[src/rtl/arbitro_memoria_dados.sv]
// Data-memory arbiter between a processor port and a debug/loader port.
// Each access runs IDLE->ACCESS->WAIT->DONE; CPU is preferred, but the debug port is not starved.
module arbitro_memoria_dados #(
  parameter int ADDR_W         = 6,
  parameter int DATA_W         = 16,
  parameter int MAX_CPU_STREAK = 4
) (
  input  logic              clock,
  input  logic              reset,
  input  logic              cpu_req,
  input  logic              cpu_we,
  input  logic [ADDR_W-1:0] cpu_addr,
  input  logic [DATA_W-1:0] cpu_wdata,
  output logic              cpu_ack,
  output logic              cpu_gnt,
  output logic [DATA_W-1:0] cpu_rdata,
  input  logic              dbg_req,
  input  logic              dbg_we,
  input  logic [ADDR_W-1:0] dbg_addr,
  input  logic [DATA_W-1:0] dbg_wdata,
  output logic              dbg_ack,
  output logic              dbg_gnt,
  output logic [DATA_W-1:0] dbg_rdata,
  output logic [ADDR_W-1:0] mem_address,
  output logic [DATA_W-1:0] mem_data,
  output logic              mem_wren,
  input  logic [DATA_W-1:0] mem_q,
  output logic              busy
);

  localparam int STREAK_W = $clog2(MAX_CPU_STREAK + 1);

  typedef enum logic [1:0] {
    IDLE   = 2'd0,
    ACCESS = 2'd1,
    WAIT   = 2'd2,
    DONE   = 2'd3
  } state_t;

  state_t              state_r;
  state_t              state_next_s;
  logic                owner_r;      // 1'b1 = debug port owns the transaction
  logic                we_r;
  logic [ADDR_W-1:0]   addr_r;
  logic [DATA_W-1:0]   wdata_r;
  logic [STREAK_W-1:0] streak_r;
  logic [DATA_W-1:0]   cpu_rdata_r;
  logic [DATA_W-1:0]   dbg_rdata_r;
  logic                start_s;
  logic                dbg_wins_s;

  // Debug wins when it is alone or when the CPU has used up its streak while debug waited.
  assign dbg_wins_s = dbg_req && (!cpu_req || (streak_r == STREAK_W'(MAX_CPU_STREAK)));
  assign start_s    = (state_r == IDLE) && (cpu_req || dbg_req);

  // State register
  always_ff @(posedge clock) begin
    if (reset) begin
      state_r <= IDLE;
    end else begin
      state_r <= state_next_s;
    end
  end

  // Next-state logic
  always_comb begin
    state_next_s = state_r;
    case (state_r)
      IDLE: begin
        if (start_s) begin
          state_next_s = ACCESS;
        end else begin
          state_next_s = IDLE;
        end
      end
      ACCESS:  state_next_s = WAIT;
      WAIT:    state_next_s = DONE;
      DONE:    state_next_s = IDLE;
      default: state_next_s = IDLE;
    endcase
  end

  // Latch the winning request and track how long the debug port has been passed over
  always_ff @(posedge clock) begin
    if (reset) begin
      owner_r  <= 1'b0;
      we_r     <= 1'b0;
      addr_r   <= '0;
      wdata_r  <= '0;
      streak_r <= '0;
    end else if (start_s) begin
      owner_r <= dbg_wins_s;
      if (dbg_wins_s) begin
        we_r    <= dbg_we;
        addr_r  <= dbg_addr;
        wdata_r <= dbg_wdata;
      end else begin
        we_r    <= cpu_we;
        addr_r  <= cpu_addr;
        wdata_r <= cpu_wdata;
      end
      if (dbg_wins_s || !dbg_req) begin
        streak_r <= '0;
      end else begin
        streak_r <= streak_r + STREAK_W'(1);
      end
    end else begin
      owner_r  <= owner_r;
      we_r     <= we_r;
      addr_r   <= addr_r;
      wdata_r  <= wdata_r;
      streak_r <= streak_r;
    end
  end

  // Capture RAM read data for the owner at the end of WAIT
  always_ff @(posedge clock) begin
    if (reset) begin
      cpu_rdata_r <= '0;
      dbg_rdata_r <= '0;
    end else if ((state_r == WAIT) && !we_r) begin
      if (owner_r) begin
        dbg_rdata_r <= mem_q;
      end else begin
        cpu_rdata_r <= mem_q;
      end
    end else begin
      cpu_rdata_r <= cpu_rdata_r;
      dbg_rdata_r <= dbg_rdata_r;
    end
  end

  // Output decode from the state register; the write strobe is also gated by reset
  always_comb begin
    cpu_gnt  = 1'b0;
    dbg_gnt  = 1'b0;
    cpu_ack  = 1'b0;
    dbg_ack  = 1'b0;
    mem_wren = 1'b0;
    busy     = 1'b0;
    case (state_r)
      IDLE: begin
        busy = 1'b0;
      end
      ACCESS: begin
        busy     = 1'b1;
        cpu_gnt  = !owner_r;
        dbg_gnt  = owner_r;
        mem_wren = we_r && !reset;
      end
      WAIT: begin
        busy    = 1'b1;
        cpu_gnt = !owner_r;
        dbg_gnt = owner_r;
      end
      DONE: begin
        busy    = 1'b1;
        cpu_gnt = !owner_r;
        dbg_gnt = owner_r;
        cpu_ack = !owner_r;
        dbg_ack = owner_r;
      end
      default: begin
        busy = 1'b0;
      end
    endcase
  end

  assign mem_address = addr_r;
  assign mem_data    = wdata_r;
  assign cpu_rdata   = cpu_rdata_r;
  assign dbg_rdata   = dbg_rdata_r;

endmodule

[config.mk]
export PLATFORM = sky130hd
export DESIGN_NAME = arbitro_memoria_dados
export DESIGN_NICKNAME = d
export VERILOG_FILES = /design/src/rtl/arbitro_memoria_dados.sv
export SDC_FILE = /design/constraint.sdc
export NUM_CORES = 1
export LEC_CHECK = 0
export CAP_MARGIN = 40
export CORE_ASPECT_RATIO = 2
export CORE_MARGIN = 2
export CORE_UTILIZATION = 41
export DETAILED_ROUTE_END_ITERATION = 8
export GPL_ROUTABILITY_DRIVEN = 0
export PLACE_DENSITY = 0.88
export SLEW_MARGIN = 20
export SYNTH_ARGS = -nofsm -noshare
export SYNTH_HDL_FRONTEND = slang
export SYNTH_SLANG_ARGS = --single-unit
export TNS_END_PERCENT = 10
[constraint.sdc]
create_clock -name clock -period 1.7 [get_ports clock]
set_input_delay 0.17 -clock clock [delete_from_list [all_inputs] [get_ports clock]]
set_output_delay 0.17 -clock clock [all_outputs]
set_load 0.02 [all_outputs]
# After elaboration in Yosys (flattened, before gate mapping)
# Index checks and enable logic that the tools add are counted.
# Widths: inputs -> output; s select.
# word_totals
ff_bits	61
latch_bits	0
ram_bits	0
rom_bits	0
output_inout_bits	60
mem_count	0
# classes
add_sub_neg	1
mul	0
n_div	0
order_cmp	0
n_eq_ne	4
shifts	0
mux	12
bitwise	1
reduce_logical	16
# ops
operator	count
$mux 16	1
$pmux 2 s4	1
$mux 1	7
$mux 6	1
$logic_not 1->1	5
$eq 2x2->1 const B	2
$logic_and 1x1->1	4
$reduce_and 2->1	2
$add 3x1->3 const B	1
$eq 3x3->1 const B	1
$logic_or 1x1->1	3
$mux 3	1
$reduce_or 3->1	1
$eq 2x1->1 const B	1
$logic_not 2->1	1
$pmux 1 s2	1
$not 1->1	1

# Depth between registers and ports, before layout
# Gate-level depths: netlist of run 1.
# depth
ltp_word	5
mapped_depth	7

# Least setup slack after synthesis of run 1
# No wires, ideal clock.
# synth_timing
path_kind	flip-flop to flip-flop
from	register state_r[0]
to	register cpu_rdata_r[10] (netlist: cpu_rdata[10])
setup_time_ns	0.132
arrival_time_ns	1.294
required_time_ns	1.568
path_slack_ns	0.273
path_stages_with_launch	8
n_path_buf	2
period_less_slack_ns	1.427
cell_sequence	dfxtp_1 -> inv_1 -> ha_1 -> or3b_1 -> buf_6 -> buf_8 -> nand2_1 -> a21oi_1
# synth_via
elab_chain_cells	3
# synth_lines
element	line	source
from (decl)	40	state_t state_r;
from (signal assigned)	61	state_r <= state_next_s;
$eq 2x2->1	121	end else if ((state_r == WAIT) && !we_r) begin
$logic_and 1x1->1	121	
$reduce_and 2->1 (no source line)	--	
to (signal assigned)	125	cpu_rdata_r <= mem_q;
to (signal assigned)	128	cpu_rdata_r <= cpu_rdata_r;
to (decl)	47	logic [DATA_W-1:0] cpu_rdata_r;
# Every way passes these cells.
# A chain may end at the register's enable or synchronous reset.

# Final worst setup path of run 1
# layout_timing
from	register state_r[0]
to	register cpu_rdata_r[6] (netlist: cpu_rdata[6])
# Same word-level chain as after synthesis.

==> results_dict.tcl, run 1 <==
set metrics [dict create \
    fin_ws_ns 0.0958 \
    routedWlPerCell_um 14.1 \
    std_cell_rows 41 \
    worstMarginPinSlew_ns 0.675 \
    fin_crit_sh_pct 94.4 \
    netlist_instances 315 \
    synth_ff_type "dfxtp_1" \
    drv_cap 0 \
    placed_cells 506 \
    fin_nets 503 \
    drcViolationCount 0 \
    die_w_um 61.2 \
    path_class "flip-flop to flip-flop" \
    switching_share_pct 27.7 \
    r2r-start "state_r[0]" \
    clkLatencyLatePin_ns 0.32 \
    clkSinkCount 61 \
    reg2reg_slack_ns 0.1 \
    ys_ff_latch 61 \
    max_slew_margin_pct 55.0 \
    r2r_end "cpu_rdata[6]" \
    cp.arrival_ns 1.77 \
    end_kind "flip-flop" \
    root_buffer "clkbuf_16" \
    slew_violations 0 \
    p_int_w 0.00357 \
    cts_hold_buffers 0 \
    r2r_cells 5 \
    htreeDepth 3 \
    drive_gt1_share_pct 9.63 \
    multiInputGateArea_um2 1260 \
    antenna_found_initial 0 \
    routed_wl_mm 7.38 \
    hold_viol 0 \
    path_max_fanout 16 \
    path_depth 5 \
    cts_buffers 9 \
    num_vias 2648 \
    dpl.hpwl_mm 5.46 \
    layoutNonFillerInstCount 522 \
    register_area_um2 1220 \
    grt_max_degree 62 \
    netSwitchingPower_w 0.00137 \
    drtAntennaViolNets 0 \
    viasPerCell 5.07 \
    grt_pass1_wl_mm 12.1 \
    clk_path_buf_depth 2 \
    placed_cell_area_um2 3950 \
    grt_overflow 0 \
    synth_area_per_cell_um2 8.52 \
    synth_fp_nets 387 \
    power_per_cell_area_nw_per_um2 1160 \
    cp-start-kind "flip-flop" \
    path_buf_inv 1 \
    ys.warnings.count 0 \
    power.share.clock_pct 39.6 \
    cp-startpoint "state_r[0]" \
    rsz0062_at_grt "true" \
    setup_viol 0 \
    worstHoldPathType "input pin to flip-flop" \
    grt_pass1_vias 2680 \
    dpl_worst_slack_ns 0.0926 \
    max_stage_delay_ns 0.60 \
    area_growth_pct 58.9 \
    ys_seq_area_share_pct 45.5 \
    syn_area_um2 2680 \
    synth_cell_types 32 \
    cts_tree "built" \
    cp_slowest_cell "or3b_1" \
    leakage_nw 1.54 \
    path_cells "inv_1 > ha_2 > or3b_1 > nand2_1 > a21oi_1" \
    grt_usage_pct 22.0 \
    ios 126 \
    max_freq_mhz 623 \
    fillCellCount 503 \
    crit_family "simple AND/OR/NAND/NOR gates" \
    start_util_pct 42.5 \
    p_seq_share_pct 34.4 \
    die_h_um 118 \
    core_area_um2 6310 \
    stdcell_area_um2 4260 \
    combPwrFrac_pct 26.0 \
    dr.first_iter.drc_count 99 \
    fin_tns_setup_ns 0 \
    required_ns 1.87 \
    diodes 0 \
    post-route-util_pct 67.6 \
    synthArstFlopShare_pct 0 \
    outcome "complete, no violations" \
    vdd_drop_max_v 0.000797 \
    synth-edff-count 0 \
    post_cts_buffers 0 \
    endpoint "cpu_rdata[6]" \
    path_clk_slew_ns 0.05 \
    io_buffers 125 \
    fin_crit_ns 1.60 \
    drt-pass1-iter-count 6 \
    skew_ns 0.00481 \
    dieArea_um2 7240 \
]
-- layer usage --
metal | routed length, µm | part of all wire [%] | up-vias | global-route usage [%]
met3 | 453 | 6.1 | 10 | 6.02
li1 | - | - | 1325 | -
met5 | 0 | 0 | - | 0
met1 | 2530 | 34 | 1218 | 20.6
met2 | 4270 | 58 | 95 | 41.0
met4 | 133 | 1.8 | 0 | 9.24
-- layout make-up --
cell class / instances / area share (%)
tap: 86 / 2.52
sequential: 61 / 28.7
clock buffer: 12 / 6.02
inverter: 6 / 0.528
timing repair buffer: 133 / 31.1
clock inverter: 4 / 1.64
multi-input combinational: 220 / 29.5
-- how the worst min path moves through the flow --
stage / start / to / slack (ns) / cells past startpoint
after floorplan: mem_q[0] / cpu_rdata[0] / 0.31 / 2
after global placement: dbg_rdata[14] / dbg_rdata[14] / 0.44 / 2
after detailed placement: dbg_rdata[2] / dbg_rdata[2] / 0.45 / 2
after CTS: mem_q[12] / dbg_rdata[12] / 0.43 / 3
after global routing: mem_q[12] / dbg_rdata[12] / 0.45 / 3
final: mem_q[12] / dbg_rdata[12] / 0.43 / 3
-- placed cells by master, fill, tap and decap left out, types with 2 or more instances in the layout --
cell	synthesis	layout
nor2b_1	3	3
dfxtp_1	61	60
o21ai_1	10	10
ha_1	6	5
nand3_1	23	23
inv_1	6	6
a311oi_2	9	9
and3b_1	2	2
a311oi_1	14	14
clkbuf_2	2	3
buf_4	3	5
o21ai_0	14	14
nor3_1	3	3
buf_12	0	3
nand2_1	64	64
clkbuf_16	0	9
clkbuf_8	0	2
clkinv_2	0	2
nor2_1	26	26
a21oi_1	34	34
dlygate4sd2_1	0	3
bufinv_16	0	2
clkdlybuf4s50_1	0	118
-- sequential cells by signal (all words and copies together), names as in the netlist --
signal,count
state_r,2
cpu_rdata,16
we_r,1
mem_data,16
streak_r,3
mem_address,6
owner_r,1
dbg_rdata,16
-- synthesized netlist by cell type, types with 2 or more instances --
master / instances / area (µm²)
a21oi_1: 34 / 170
a311oi_1: 14 / 123
a311oi_2: 9 / 135
and3b_1: 2 / 17.5
buf_2: 6 / 30.0
buf_4: 3 / 22.5
buf_6: 6 / 67.6
clkbuf_1: 10 / 37.5
clkbuf_2: 2 / 10.0
dfxtp_1: 61 / 1220
ha_1: 6 / 75.1
inv_1: 6 / 22.5
nand2_1: 64 / 240
nand3_1: 23 / 115
nor2_1: 26 / 97.6
nor2b_1: 3 / 18.8
nor3_1: 3 / 15.0
o21ai_0: 14 / 70.1
o21ai_1: 10 / 50.1
-- through the flow --
stage / total power, W / hold WS [ns]
floorplan: 0.00247 / 0.306
global placement: 0.00300 / 0.442
detailed placement: 0.00303 / 0.445
CTS: 0.00498 / 0.425
global route: 0.00515 / 0.451
finish: 0.00494 / 0.427
-- tightest hold or removal path, stage by stage --
cell             delay (ns)
clkdlybuf4s50_1        0.42
nand2_1                0.06
a21oi_1                0.05
-- cells by family (layout without fill, tap and decap cells) --
logic type | after synthesis | in the layout | share of synthesized area [%]
and+or+nand+nor | 125 | 125 | 20.3
AOI/OAI and AO/OA | 86 | 86 | 22.7
DFF | 61 | 61 | 45.5
buffers and inverters | 34 | 155 | 7.65
adders and majority gates | 6 | 6 | 2.80
xor gates and xnor gates | 2 | 2 | 0.653
muxes | 1 | 1 | 0.373
-- power groups by stage --
stage	clock, W	combinational, W	sequential (W)
6_report	0.00195	0.00128	0.00170
5_1_grt	0.00205	0.00139	0.00172
4_1_cts	0.00199	0.00130	0.00170
3_5_place_dp	0	0.00130	0.00173
3_3_place_gp	0	0.00128	0.00172
2_1_floorplan	0	0.000592	0.00188
-- repair_timing --
item                       in CTS  in global routing
setup endpoints to repair       6                 17
pin swaps                       0                  0
hold endpoints to repair        0                  0
resized for setup               7                  7
cloned                          0                  0
Power figures use the tool's default switching activity.
==> run 2, diff against run 1 <==
SKIP_CTS_REPAIR_TIMING = 1   (was unset)
SLEW_MARGIN = unset   (was 20)
==> results_dict.tcl, run 2 (synthesized netlist as in run 1, its figures left out) <==
set metrics [dict create \
    outcome "complete, no violations" \
    dpl_worst_slack_ns 0.0926 \
    root_buffer "clkbuf_16" \
    stdcell_area_um2 4300 \
    routed_wl_mm 7.41 \
    layout_common_cells "118 x clkdlybuf4s50_1, 64 x nand2_1, 60 x dfxtp_1" \
    hold_viol 0 \
    dr.first_iter.drc_count 93 \
    path_clk_slew_ns 0.05 \
    drcViolationCount 0 \
    clkLatencyLatePin_ns 0.32 \
    grt_usage_pct 22.0 \
    grt_overflow 0 \
    worstHoldPathType "input pin to flip-flop" \
    dieArea_um2 7240 \
    viasPerCell 5.10 \
    r2r-start "state_r[0]" \
    grt_pass1_wl_mm 12.1 \
    end_kind "flip-flop" \
    io_buffers 125 \
    routedWlPerCell_um 14.2 \
    grt_pass1_vias 2680 \
    num_vias 2661 \
    slew_violations 0 \
    fin_crit_sh_pct 91.6 \
    drv_cap 0 \
    drtAntennaViolNets 0 \
    die_h_um 118 \
    start_util_pct 42.5 \
    clkSinkCount 61 \
    r2r_end "dbg_rdata[0]" \
    drive_gt1_share_pct 9.40 \
    total_power_w 0.00496 \
    drt-pass1-iter-count 4 \
    reg2reg_slack_ns 0.14 \
    dpl.hpwl_mm 5.46 \
    cp-start-kind "flip-flop" \
    area_growth_pct 60.4 \
    placed_cells 506 \
    path_max_fanout 16 \
    worstMarginPinSlew_ns 0.673 \
    fillCellCount 493 \
    cp-startpoint "state_r[0]" \
    rsz0062_at_grt "true" \
    r2r_cells 5 \
    clk_path_buf_depth 2 \
    hold_slack_ns 0.426 \
    max_stage_delay_ns 0.57 \
    fin_nets 503 \
    cp_slowest_cell "and3b_1" \
    grt_max_degree 62 \
    cp.arrival_ns 1.81 \
    htreeDepth 3 \
    setup_viol 0 \
    skew_ns 0.00627 \
    antenna_found_initial 0 \
    cts_buffers 9 \
    max_slew_margin_pct 55.2 \
    cts_tree "built" \
    diodes 0 \
    die_w_um 61.2 \
    fin_ws_ns 0.143 \
    fin_crit_ns 1.56 \
    leakage_nw 1.62 \
    layoutNonFillerInstCount 522 \
    placed_cell_area_um2 3950 \
    std_cell_rows 41 \
    required_ns 1.95 \
    vdd_drop_max_v 0.000798 \
    max_freq_mhz 642 \
    core_area_um2 6310 \
    ios 126 \
    path_class "flip-flop to flip-flop" \
    endpoint "dbg_rdata[0]" \
    final_common_cell "clkdlybuf4s50_1" \
    power_per_cell_area_nw_per_um2 1150 \
    path_cells "inv_1 > ha_2 > and3b_1 > nand2_1 > a21oi_1" \
]
==> run 2: how the worst min path moves through the flow <==
stage	slack [ns]	startpoint	endpoint	cells after the start
6_report	0.43	mem_q[12]	dbg_rdata[12]	3
5_1_grt	0.45	mem_q[12]	dbg_rdata[12]	3
4_1_cts	0.43	mem_q[12]	dbg_rdata[12]	3
3_5_place_dp	0.45	dbg_rdata[2]	dbg_rdata[2]	2
3_3_place_gp	0.44	dbg_rdata[14]	dbg_rdata[14]	2
2_1_floorplan	0.31	mem_q[0]	cpu_rdata[0]	2
==> run 2: critical path: cells and delay by family (launching register included) <==
family                   cells  cell delay [ns]
AND/OR/NAND/NOR              2             0.72
flip-flops                   1             0.32
adder cells (fa/ha/maj)      1             0.21
AO/OA/AOI/OAI                1             0.15
buffers and inverters        1             0.09
==> run 2: metrics by stage <==
stage / setup TNS [ns] / util [%]
2_1_floorplan: 0 / -
5_1_grt: -0.00316 / 68.2
4_1_cts: -1.11 / 67.8
3_5_place_dp: 0 / 62.6
6_report: 0 / 68.2
3_3_place_gp: 0 / 62.6
==> run 2: area by class of cell <==
type	instances	area, µm²	area share [%]
clock buffer	12	256	5.96
clock inverter	4	70.1	1.63
inverter	6	22.5	0.523
multi-input combinational	220	1260	29.4
sequential	61	1220	28.4
tap	86	108	2.50
timing repair buffer	133	1360	31.6
==> run 2: where the power goes <==
group	leakage, nW	total, W	switching [W]	internal, W
combinational	0.960	0.00130	0.000667	0.000635
sequential	0.499	0.00170	0.000102	0.00160
clock	0.163	0.00196	0.000603	0.00136
==> run 2: metal layers <==
layer / up-vias / wire, µm / track usage (%)
met4: 0 / 133 / 9.24
met3: 10 / 465 / 6.13
met1: 1229 / 2520 / 20.6
li1: 1325 / - / -
met5: - / 0 / 0
met2: 97 / 4290 / 41.0
